--- src/rtl/vliw_pkg.sv ---
// Shared widths and the refill sequencer state encoding for the VLIW fetch path.
package vliw_pkg;

  localparam int PC_W   = 28;
  localparam int PACK_W = 128;

  typedef enum logic [1:0] {
    IDLE,
    FETCH,
    WRITE,
    INVAL
  } refill_state_t;

  // Beat-index width for a given memory bus width.
  function automatic int beat_bits(input int bus_w);
    return $clog2(PACK_W / bus_w);
  endfunction

endpackage

--- src/rtl/pack_assembler.sv ---
// Collects BUS_W-wide read beats into one 128-bit pack, beat 0 in the low slice.
// Captures one beat per accepted ack; the beat index wraps after the last beat.
module pack_assembler
  import vliw_pkg::*;
#(
  parameter int BUS_W = 32
) (
  input  logic              clk,
  input  logic              rst,
  input  logic              clear,
  input  logic              ack,
  input  logic [BUS_W-1:0]  rdata,
  output logic              last_beat,
  output logic [PACK_W-1:0] pack
);

  localparam int BEATS = PACK_W / BUS_W;
  localparam int BW    = beat_bits(BUS_W);

  logic [BW-1:0]     beat_q, beat_d;
  logic [PACK_W-1:0] buf_q, buf_d;

  always_comb begin
    beat_d = beat_q;
    buf_d  = buf_q;
    if (clear) begin
      beat_d = '0;
    end else if (ack) begin
      buf_d[beat_q*BUS_W +: BUS_W] = rdata;
      beat_d = beat_q + 1'b1;
    end
  end

  always_ff @(posedge clk) begin
    if (rst) begin
      beat_q <= '0;
      buf_q  <= '0;
    end else begin
      beat_q <= beat_d;
      buf_q  <= buf_d;
    end
  end

  assign last_beat = (beat_q == BW'(BEATS - 1));
  assign pack      = buf_q;

endmodule

--- src/rtl/icache_refill.sv ---
// Instruction-pack cache miss handler: fetches a pack in BUS_W beats, writes it back, serialises flushes.
// Miss-to-hit is 2+BEATS cycles with zero-wait acks; each beat holds mem_req/mem_addr until its mem_ack.
module icache_refill
  import vliw_pkg::*;
#(
  parameter  int BUS_W = 32,
  localparam int BW    = beat_bits(BUS_W)
) (
  input  logic              clk,
  input  logic              rst,
  input  logic [PC_W-1:0]   curr_PC,
  input  logic              fetch_en,
  input  logic              cache_hit,
  input  logic [PACK_W-1:0] cache_entry,
  output logic [PACK_W-1:0] pack_out,
  output logic              pack_valid,
  output logic [PACK_W-1:0] new_entry,
  output logic              entry_valid,
  output logic              cache_invalidate,
  input  logic              inv_req,
  output logic              mem_req,
  output logic [PC_W+BW-1:0] mem_addr,
  input  logic              mem_ack,
  input  logic [BUS_W-1:0]  mem_rdata,
  output logic              busy
);

  refill_state_t     state_q, state_d;
  logic [PC_W-1:0]   tag_q, tag_d;
  logic              inv_pend_q, inv_pend_d;
  logic              abort_q, abort_d;
  logic              mem_req_q, mem_req_d;
  logic [PC_W+BW-1:0] mem_addr_q, mem_addr_d;
  logic              cache_inv_q, cache_inv_d;
  logic              busy_q, busy_d;

  logic              asm_clear;
  logic              ack_acc;
  logic              last_beat;
  logic [PACK_W-1:0] pack_buf;

  // mem_req_q is only ever high in FETCH, so this is the accepted-beat strobe.
  assign ack_acc = mem_ack && mem_req_q;

  pack_assembler #(.BUS_W(BUS_W)) u_asm (
    .clk       (clk),
    .rst       (rst),
    .clear     (asm_clear),
    .ack       (ack_acc),
    .rdata     (mem_rdata),
    .last_beat (last_beat),
    .pack      (pack_buf)
  );

  always_comb begin
    state_d     = state_q;
    tag_d       = tag_q;
    mem_req_d   = mem_req_q;
    mem_addr_d  = mem_addr_q;
    cache_inv_d = 1'b0;
    asm_clear   = 1'b0;
    inv_pend_d  = inv_pend_q | inv_req;
    abort_d     = abort_q | ((state_q == FETCH) && (curr_PC != tag_q));

    case (state_q)
      IDLE: begin
        if (inv_pend_q || inv_req) begin
          state_d     = INVAL;
          cache_inv_d = 1'b1;
        end else if (fetch_en && !cache_hit) begin
          state_d    = FETCH;
          tag_d      = curr_PC;
          abort_d    = 1'b0;
          asm_clear  = 1'b1;
          mem_req_d  = 1'b1;
          mem_addr_d = {curr_PC, {BW{1'b0}}};
        end
      end
      FETCH: begin
        // A redirect only takes effect once the beat in flight has been acked.
        if (ack_acc) begin
          if (abort_d) begin
            state_d   = IDLE;
            mem_req_d = 1'b0;
          end else if (last_beat) begin
            state_d   = WRITE;
            mem_req_d = 1'b0;
          end else begin
            mem_addr_d[BW-1:0] = mem_addr_q[BW-1:0] + 1'b1;
          end
        end
      end
      WRITE: begin
        state_d = IDLE;
      end
      INVAL: begin
        state_d    = IDLE;
        inv_pend_d = inv_req;
      end
      default: begin
        state_d = IDLE;
      end
    endcase

    busy_d = (state_d != IDLE) || inv_pend_d;
  end

  always_ff @(posedge clk) begin
    if (rst) begin
      state_q     <= IDLE;
      tag_q       <= '0;
      inv_pend_q  <= 1'b0;
      abort_q     <= 1'b0;
      mem_req_q   <= 1'b0;
      mem_addr_q  <= '0;
      cache_inv_q <= 1'b0;
      busy_q      <= 1'b0;
    end else begin
      state_q     <= state_d;
      tag_q       <= tag_d;
      inv_pend_q  <= inv_pend_d;
      abort_q     <= abort_d;
      mem_req_q   <= mem_req_d;
      mem_addr_q  <= mem_addr_d;
      cache_inv_q <= cache_inv_d;
      busy_q      <= busy_d;
    end
  end

  assign mem_req          = mem_req_q;
  assign mem_addr         = mem_addr_q;
  assign cache_invalidate = cache_inv_q;
  assign busy             = busy_q;
  assign new_entry        = pack_buf;
  assign entry_valid      = (state_q == WRITE) && (curr_PC == tag_q) && !abort_q &&
                            !inv_pend_q && !inv_req;
  assign pack_out         = cache_entry;
  assign pack_valid       = fetch_en && cache_hit && (state_q == IDLE) && !inv_pend_q && !inv_req;

endmodule

--- config.mk ---
export PLATFORM = sky130hd
export DESIGN_NAME = icache_refill
export DESIGN_NICKNAME = d
export VERILOG_FILES = /design/src/rtl/vliw_pkg.sv /design/src/rtl/pack_assembler.sv /design/src/rtl/icache_refill.sv
export SDC_FILE = /design/constraint.sdc
export NUM_CORES = 1
export LEC_CHECK = 0
export ABC_AREA = 0
export CORE_AREA = 2 2 187 189
export CTS_BUF_LIST = sky130_fd_sc_hd__clkbuf_8
export DETAILED_ROUTE_END_ITERATION = 10
export DIE_AREA = 0 0 189 191
export GPL_TIMING_DRIVEN = 0
export HOLD_SLACK_MARGIN = 0.12
export REMOVE_ABC_BUFFERS = 1
export SYNTH_ARGS = -nofsm -noshare
export SYNTH_HDL_FRONTEND = slang
export SYNTH_SLANG_ARGS = --single-unit
--- constraint.sdc ---
create_clock -name clk -period 2.12 [get_ports clk]
set_input_delay 0.424 -clock clk [delete_from_list [all_inputs] [get_ports clk]]
set_output_delay 0.424 -clock clk [all_outputs]
set_load 0.005 [all_outputs]
==> flow_summary.json, run 1 <==
{
  "status": "finished with violations",
  "violations": "negative setup slack",
  "dr.pass1.iters": 5,
  "ys_seq_area_share_pct": 44.3,
  "r2r_setup_slack_ps": 170,
  "numClockSinks": 167,
  "cp_top_family": "simple AND/OR/NAND/NOR gates",
  "synth_cells": 933,
  "cp-start-kind": "primary input",
  "core_mm2": 0.0341,
  "path_clk_slew_ps": 100,
  "rsz0062_at_grt": "yes",
  "avgViaCountPerCell": 4.61,
  "min_period_over_period_pct": 119,
  "holdCritPathClass": "primary input to flop",
  "pwr_density_cell_mw_per_mm2": 600,
  "area_growth_pct": 32.1,
  "grt_max_degree": 98,
  "fin_ws_ps": -393,
  "antenna-diode-count": 0,
  "die_w_um": 189,
  "finalClockSkew_ps": 22.6,
  "dieArea_mm2": 0.0361,
  "cts_tree": "built",
  "root_buffer": "clkbuf_8",
  "num_rows": 68,
  "num_vias": 6838,
  "dpl.hpwl_mm": 42.9,
  "slowest_stage": "clkdlybuf4s50_1",
  "io_buffers": 228,
  "synth_edf_count": 0,
  "rr_worst_depth": 8,
  "yosys_most_used_dff": "dfxtp_1",
  "antenna_found_initial": 0,
  "end_kind": "output port",
  "synth_area_per_cell_um2": 8.09,
  "cp-startpoint": "curr_PC[14]",
  "clk_latency_ps": 500,
  "io_pins": 485,
  "fmax_ghz": 0.398,
  "final_max_slew_viol_count": 0,
  "synth_warnings": 0,
  "h-tree-depth": 4,
  "fp.dieH_um": 191,
  "routed_wl_mm": 51.4,
  "tightest_slew_ps": 872,
  "dp_slack_ps": -1020,
  "wl_per_cell_um": 34.7,
  "hold_violations": 0,
  "min_period_ps": 2510,
  "cp.depth": 7,
  "cp_max_fo": 2,
  "r2r_end": "u_asm.pack[66]$_SDFFE_PP0P_",
  "ant_nets": 0,
  "num-nets-final": 1214,
  "gp_congestion": 1.02,
  "power_mw": 5.99,
  "maxCapViolCount": 0,
  "start_util_pct": 22.1,
  "synth_seq_cells": 167,
  "min_to": "mem_addr[6]$_SDFFE_PP0P_",
  "overflow": 0,
  "leakage_nw": 3.25,
  "clockBufferDepth": 2,
  "drc_errors": 0,
  "cp_cell_sequence": "clkdlybuf4s50_1, xor2_1, nor4_1, and4_4, and2_4, and4b_1, buf_2",
  "cts-buffers-inserted": 17,
  "critical_path_buf_inv_count": 2,
  "grt_first_pass_wirelength_mm": 65.0,
  "cpPeakStageDelay_ps": 440,
  "hp-start": "curr_PC[4]",
  "slew_headroom_pct": 41.9,
  "yosys.cell_types.count": 42,
  "postCtsHoldBufs": 0,
  "critPathKind": "primary input to output port",
  "peakVddDrop_mv": 0.335,
  "critPathRequiredTime_ps": 1700,
  "grt_pass1_vias": 6397,
  "whs_path_depth": 3,
  "drtIter0Drc": 335,
  "groute.usage.overall_pct": 27.8,
  "rr_startpoint": "u_asm.beat_q[0]$_SDFFE_PP0P_",
  "final-setup-viol-count": 1,
  "drive_above_1_share_pct": 9.83,
  "netlist_area_mm2": 0.00755,
  "worstPathArrival_ps": 2090,
  "synth-async-reset-ratio_pct": 0
}
registers in the layout, indices dropped and copies added (netlist names):
| register | cells |
|---|---|
| mem_req | 1 |
| mem_addr | 30 |
| u_asm.beat_q | 2 |
| abort_q | 1 |
| busy | 1 |
| inv_pend_q | 1 |
| u_asm.pack | 128 |
| state_q | 2 |
| cache_invalidate | 1 |
cell type report:
type	count	area, um2
Fill cell	3600	24100
Sequential cell	167	3360
Multi-Input combinational cell	568	3020
Timing Repair Buffer	257	2640
Tap cell	455	569
Clock buffer	17	234
Clock inverter	15	149
Inverter	3	11.3
kinds of logic after synthesis:
| kind of cell | after synthesis | synth area share [%] |
|---|---|---|
| AO/OA/AOI/OAI | 168 | 11.6 |
| XOR/XNOR | 29 | 3.36 |
| adder cells (fa/ha/maj) | 6 | 0.994 |
| buffers and inverters | 198 | 17.6 |
| flip-flops | 167 | 44.3 |
| multiplexers | 2 | 0.265 |
| AND/OR/NAND/NOR | 363 | 21.9 |
per-stage QoR:
step                utilization (%)  area (um2)  hold slack (ps)  TNS, ps  cells
floorplan                         -        6230              442   -93260    738
global placement               26.6        9080              437  -604130   1421
detailed placement             27.5        9370              443   -93980   1436
CTS                            29.0        9880              278     -382   1477
global route                   29.2        9980              221     -486   1482
finish                         29.2        9980              225     -393   1482
where the power goes:
group | internal (mW) | switching [mW]
Combinational | 0.219 | 0.229
Sequential | 3.17 | 0.0252
Clock | 0.879 | 1.47
routing by layer:
metal	up-vias	global-route usage [%]	part of all wire, %
met4	6	10.2	3.5
met3	44	32.9	25
li1	3156	-	-
met1	3158	17.0	21
met5	-	7.55	0.76
met2	474	47.8	49
cells in the final DEF, fill, tap and decap left out, types with 4 or more instances in the layout:
master	netlist	routed
xnor2_1	16	13
nand3_1	134	130
nor2_1	8	8
buf_6	9	6
and3_4	0	4
buf_4	132	13
xor2_1	13	13
dlygate4sd2_1	0	6
inv_8	0	7
dfxtp_1	167	156
a21oi_1	157	157
nand4_1	4	4
clkdlybuf4s50_1	0	214
nand2_1	189	189
ha_1	6	5
dfxtp_2	0	10
dlymetal6s2s_1	0	5
clkbuf_8	0	17
buf_8	0	6
worst max-delay path by stage:
stage | endpoint | slack [ps]
floorplan | u_asm.pack[0]$_SDFFE_PP0P_ | -980
global placement | mem_addr[1]$_SDFFE_PP0P_ | -4460
detailed placement | entry_valid | -1020
CTS | entry_valid | -380
global route | entry_valid | -480
finish | entry_valid | -390
tightest hold or removal path: stages:
cell	delay (ps)
dlymetal6s2s_1	140
nand2_1	60
a21oi_1	50
timing repair:
item,in CTS,in global routing
buffers inserted,9,5
pin swaps,11,9
resized for setup,32,17
endpoints found under the setup margin,133,101
synth_stat cells, drive strengths merged (4+ instances only):
cell / count / area share (%)
xnor2: 16 / 1.9
nor4: 5 / 0.61
nor2: 9 / 0.48
nand4: 4 / 0.33
dfxtp: 167 / 44
buf: 162 / 16
xor2: 13 / 1.5
clkbuf: 33 / 1.6
and3: 4 / 0.33
ha: 6 / 0.99
nor3b: 4 / 0.46
a21oi: 157 / 10
nand3: 134 / 8.9
nand2: 189 / 9.4
Note: power is estimated with default switching activity, not from simulation.
==> run 2: changes to the inputs <==
--- a/config.mk
+++ b/config.mk
@@ -12,6 +12,7 @@
 export DIE_AREA = 0 0 189 191
 export GPL_TIMING_DRIVEN = 0
 export HOLD_SLACK_MARGIN = 0.12
+export RECOVER_POWER = 25
 export REMOVE_ABC_BUFFERS = 1
 export SYNTH_ARGS = -nofsm -noshare
 export SYNTH_HDL_FRONTEND = slang
==> results of run 2 <==
The final DEF is identical to that of run 1; final timing and power are the same.
==> run 3: changes to the inputs <==
--- a/config.mk
+++ b/config.mk
@@ -6,12 +6,14 @@
 export NUM_CORES = 1
 export LEC_CHECK = 0
 export ABC_AREA = 0
+export CAP_MARGIN = 10
 export CORE_AREA = 2 2 187 189
 export CTS_BUF_LIST = sky130_fd_sc_hd__clkbuf_8
 export DETAILED_ROUTE_END_ITERATION = 10
 export DIE_AREA = 0 0 189 191
 export GPL_TIMING_DRIVEN = 0
 export HOLD_SLACK_MARGIN = 0.12
+export PLACE_DENSITY_LB_ADDON = 0.3
 export RECOVER_POWER = 25
 export REMOVE_ABC_BUFFERS = 1
 export SYNTH_ARGS = -nofsm -noshare
==> flow_summary.json, run 3 (synthesis gave the netlist of run 1 again) <==
{
  "critPathRequiredTime_ps": 1700,
  "rr_worst_depth": 8,
  "fp.dieH_um": 191,
  "die_w_um": 189,
  "r2r_end": "u_asm.pack[78]$_SDFFE_PP0P_",
  "slew_headroom_pct": 62.1,
  "antenna_found_initial": 0,
  "drive_above_1_share_pct": 10.3,
  "min_period_ps": 2540,
  "placed_cells": 1439,
  "violations": "negative setup slack",
  "wl_per_cell_um": 35.3,
  "finalClockSkew_ps": 16.4,
  "min_period_over_period_pct": 120,
  "fmax_ghz": 0.394,
  "status": "finished with violations",
  "rr_startpoint": "u_asm.beat_q[0]$_SDFFE_PP0P_",
  "area_growth_pct": 33.3,
  "antenna-diode-count": 0,
  "final_cell_mix": "217 x clkdlybuf4s50_1, 189 x nand2_1, 157 x a21oi_1",
  "tns_ps": -417,
  "grt_max_degree": 104,
  "pwr_density_cell_mw_per_mm2": 594,
  "layout_commonest_cell": "clkdlybuf4s50_1",
  "final_max_slew_viol_count": 0,
  "path_clk_slew_ps": 100,
  "routed_wl_mm": 52.4,
  "cp-startpoint": "mem_addr[6]$_SDFFE_PP0P_",
  "final-setup-viol-count": 1,
  "drtIter0Drc": 489,
  "io_pins": 485,
  "num_vias": 6926,
  "instances_no_fill": 1484,
  "dr.pass1.iters": 6,
  "ant_nets": 0,
  "leakage_nw": 3.29,
  "cts_tree": "built",
  "largest_reg_flops": 128,
  "groute.usage.overall_pct": 28.5,
  "drc_errors": 0,
  "cpPeakStageDelay_ps": 370,
  "worstPathArrival_ps": 2110,
  "cp-start-kind": "flop",
  "end_kind": "output port",
  "h-tree-depth": 4,
  "slowest_stage": "nor4_4",
  "overflow": 0,
  "cts-buffers-inserted": 17,
  "start_util_pct": 22.1,
  "grt_pass1_vias": 6366,
  "grt_first_pass_wirelength_mm": 66.6,
  "crit_path_end": "entry_valid",
  "gp_congestion": 0.964,
  "num_rows": 68,
  "clockBufferDepth": 2,
  "dieArea_mm2": 0.0361,
  "cp_cell_sequence": "xnor2_1, nand4_1, nor4_4, and2_4, and4b_1, buf_2",
  "io_buffers": 228,
  "rsz0062_at_grt": "yes",
  "tightest_slew_ps": 569,
  "root_buffer": "clkbuf_8",
  "dpl.hpwl_mm": 43.5,
  "postCtsHoldBufs": 0,
  "maxCapViolCount": 0,
  "cp_max_fo": 3,
  "holdCritPathClass": "primary input to flop",
  "num-nets-final": 1216,
  "critPathKind": "flop to output port",
  "fin_ws_ps": -417,
  "core_mm2": 0.0341,
  "avgViaCountPerCell": 4.67,
  "clk_latency_ps": 490,
  "peakVddDrop_mv": 0.299,
  "numClockSinks": 167,
  "r2r_setup_slack_ps": 140,
  "hold_violations": 0
}
-- run 3: cell types whose count changed in the layout (fill, tap and decap cells not counted), moves of 2 or more --
| cell | change |
|---|---|
| inv_8 | -5 |
| dfxtp_4 | +2 |
| nand3_4 | -2 |
| inv_6 | +3 |
| nand3_2 | +2 |
| nor4_2 | +2 |
| dlymetal6s2s_1 | +2 |
| nor4_1 | -2 |
| dlygate4sd2_1 | -5 |
| clkdlybuf4s50_1 | +3 |
| dfxtp_2 | -2 |
| buf_16 | +2 |
-- run 3: through the flow --
step | worst slack (ps) | cell area (um2) | power, mW | utilization [%] | hold WS, ps
global route | -484 | 10100 | 6.23 | 29.5 | 203
finish | -417 | 10100 | 5.98 | 29.5 | 234
global placement | -4780 | 9080 | 3.68 | 26.6 | 437
detailed placement | -1030 | 9450 | 3.70 | 27.7 | 443
floorplan | -977 | 6230 | 3.37 | - | 442
CTS | -428 | 9960 | 6.06 | 29.2 | 294
-- run 3: how the worst min path moves through the flow --
stage | start | to | slack (ps) | cells after the start
global placement | u_asm.pack[91]$_SDFFE_PP0P_ | u_asm.pack[91]$_SDFFE_PP0P_ | 440 | 2
global route | curr_PC[6] | mem_addr[8]$_SDFFE_PP0P_ | 200 | 3
detailed placement | u_asm.pack[103]$_SDFFE_PP0P_ | u_asm.pack[103]$_SDFFE_PP0P_ | 440 | 2
finish | curr_PC[6] | mem_addr[8]$_SDFFE_PP0P_ | 230 | 3
CTS | curr_PC[3] | mem_addr[5]$_SDFFE_PP0P_ | 290 | 3
floorplan | u_asm.pack[0]$_SDFFE_PP0P_ | u_asm.pack[0]$_SDFFE_PP0P_ | 440 | 2
-- run 3: final cells by class --
cell class | count | area, um2
clock buffer | 17 | 234
clock inverter | 15 | 141
fill | 3611 | 24100
inverter | 3 | 11.3
multi-input combinational | 568 | 3030
sequential | 167 | 3360
tap | 455 | 569
timing repair buffer | 259 | 2720
-- run 3: worst max-delay path: cells and delay by family, from the launching register on --
kind	cells	cell delay (ps)
flops	1	350
xor+xnor	1	200
buf+inv	1	120
simple gates	4	960
-- run 3: timing repair --
action / CTS / global route
pin swaps: 7 / 12
resized for setup: 21 / 28
setup endpoints to repair: 131 / 14
buffers inserted: 12 / 1
-- run 3: power by group --
group / switching [mW] / internal, mW / leakage (nW)
clock network: 1.46 / 0.862 / 0.187
logic: 0.234 / 0.227 / 1.75
registers: 0.0254 / 3.16 / 1.35
total: 1.72 / 4.25 / 3.29
-- run 3: metal layers --
metal | share of wire, % | vias up | routed length, um | global-route usage, %
met4 | 4.4 | 4 | 2290 | 12.5
met1 | 23 | 3225 | 11900 | 18.7
met5 | 0.31 | - | 161 | 3.16
met3 | 24 | 51 | 12700 | 32.4
met2 | 48 | 487 | 25400 | 48.0
li1 | - | 3159 | - | -
==> variant (config.mk and constraints of run 1) <==
Change the package constant `PC_W` from 28 to 56.
--- a/src/rtl/vliw_pkg.sv
+++ b/src/rtl/vliw_pkg.sv
@@ -1,7 +1,7 @@
 // Shared widths and the refill sequencer state encoding for the VLIW fetch path.
 package vliw_pkg;
 
-  localparam int PC_W   = 28;
+  localparam int PC_W   = 56;
   localparam int PACK_W = 128;
 
   typedef enum logic [1:0] {
Interface: changed (resized curr_PC and mem_addr); port bits go from 485 to 541. No check against the original RTL was run, so the function may have changed too.
==> variant against run 1 <==
  * Critical path type unchanged
  * Global-route usage is 5.0 points higher
  * Clock power increased by 8.9%
  * The flow still finishes with violations (negative setup slack)
  * Non-clock buffer count up 58
  * Design area increased by 19%
  * Synthesized area rose by 16%
  * Power grew 16%
  * Sequential cell count grew 28
  * Synthesized cell count grew 17%
  * Highest routed layer unchanged
  * Die area unchanged
  * Sequential share of layout area shrank 0.74 points
  * Setup slack worse by 240 ps
  * Wire length up 20%
  * Largest cell class unchanged
  * Critical path depth unchanged
==> variant: results (changes against run 1) <==
\begin{tabular}{lr}
\hline
Metric & Value \\
\hline
\multicolumn{2}{l}{\textbf{STA}} \\
\quad Count of final setup violators & 2 (+1) \\
\quad Relative slew slack & 45.26\% (+3.4 points) \\
\quad Final WS setup & -635.1 ps (-242.0 ps) \\
\multicolumn{2}{l}{\textbf{Synth}} \\
\quad Gate Count Post-Synth & 1095 (+17\%) \\
\quad Post-synthesis sequential area ratio & 44.45\% (+0.18 points) \\
\quad Adder-Cell Fraction of Synth Area & 0.8548\% (-0.14 points) \\
\quad Most used standard cells in the synthesized netlist & nand2\_1 (245), dfxtp\_1 (195), a21oi\_1 (188) \\
\quad Area fraction in compound gates after synthesis & 11.58\% (+0.017 points) \\
\quad Library cells used by synthesis & 39 (-7.1\%) \\
\quad Cell types occupying the most area after synthesis & dfxtp\_1 (44\%), buf\_4 (11\%), a21oi\_1 (11\%) \\
\quad Xor/xnor share of the synthesized area & 5.685\% (+2.3 points) \\
\quad Multiplexer share of the synthesized area & 0.1140\% (-0.15 points) \\
\multicolumn{2}{l}{\textbf{Place}} \\
\quad Routability cong. & 1.006 (-1.1\%) \\
\quad Sum of net half-perimeters after detailed placement & 50.67 mm (+18\%) \\
\multicolumn{2}{l}{\textbf{Routing}} \\
\quad Iter 0 DRT Violations & 589 (+76\%) \\
\quad Average vias per placed instance & 4.957 (+7.4\%) \\
\quad M1 wire length & 14.83 mm (+35\%) \\
\quad Routed length per instance & 36.31 µm (+4.7\%) \\
\multicolumn{2}{l}{\textbf{Worst setup path}} \\
\quad CP max-delay cell & and4bb\_4 \\
\quad Critical path arrival & 2330 ps (+240 ps) \\
\multicolumn{2}{l}{\textbf{Finish}} \\
\quad Fill cell instance count of the final layout & 3497 (-2.9\%) \\
\quad Layout cell share with drive strength beyond 1 & 8.724\% (-1.1 points) \\
\multicolumn{2}{l}{\textbf{Global route}} \\
\quad Number of global-route vias before repair & 7581 (+19\%) \\
\quad Wire length of the first global-routing pass & 76.97 mm (+18\%) \\
\quad Global routing met1 resource utilization & 22.48\% (+5.5 points) \\
\quad GR Layer Usage met2 & 51.92\% (+4.1 points) \\
\quad GRT Resource Usage Total & 32.82\% (+5.0 points) \\
\multicolumn{2}{l}{\textbf{Status}} \\
\quad Run status & finished, violations left \\
\quad Violations in the final reports & negative setup slack \\
\hline
\end{tabular}
[variant: cell count changes after synthesis, moves of 21 or more]
cell      delta
a21oi_1     +31
nand2_1     +56
dfxtp_1     +28
xor2_1      +21
clkbuf_1    +21
[variant: where the power goes]
| part | switching (mW) | total, mW | internal (mW) |
|---|---|---|---|
| logic | 0.311 | 0.631 | 0.319 |
| registers | 0.0435 | 3.75 | 3.70 |
| clock network | 1.64 | 2.56 | 0.922 |
[variant: cell type report]
| cell class | count | area (µm²) | area share, % |
|---|---|---|---|
| clock inverter | 14 | 163.9 | 1.379 |
| clock buffer | 18 | 247.7 | 2.084 |
| timing repair buffer | 315 | 3224 | 27.12 |
| inverter | 3 | 11.26 | 0.09471 |
| sequential | 195 | 3916 | 32.94 |
| multi-input combinational | 693 | 3757 | 31.60 |
| tap | 455 | 569.3 | 4.788 |
[variant: what timing repair did]
action / CTS / global route
endpoints found under the setup margin: 135 / 119
resized for setup: 35 / 10
pin swaps: 8 / 8
cloned: 1 / 1
buffers inserted: 8 / 5
hold buffers: 0 / 0
[variant: through the flow]
step                      setup TNS (ps)  hold slack, ps  utilization, %  area, µm²  std cells
after floorplan                  -116590           442.2               -       7482        889
after global placement           -878160           437.3           31.93      10890       1628
after detailed placement         -122610           442.3           32.88      11220       1646
after CTS                         -712.3           412.8           34.61      11810       1687
after global routing               -1091           325.8           34.85      11890       1693
final                             -702.2           349.3           34.85      11890       1693
[variant: path summary, 6_finish.rpt]
check                                      to  slack [ps]  cells past startpoint
worst max-delay path              entry_valid        -640                      7
worst min-delay path               inv_pend_q         350                      3
worst max register to register    mem_addr[0]         -60                      8
worst min register to register  u_asm.pack[9]         460                      2
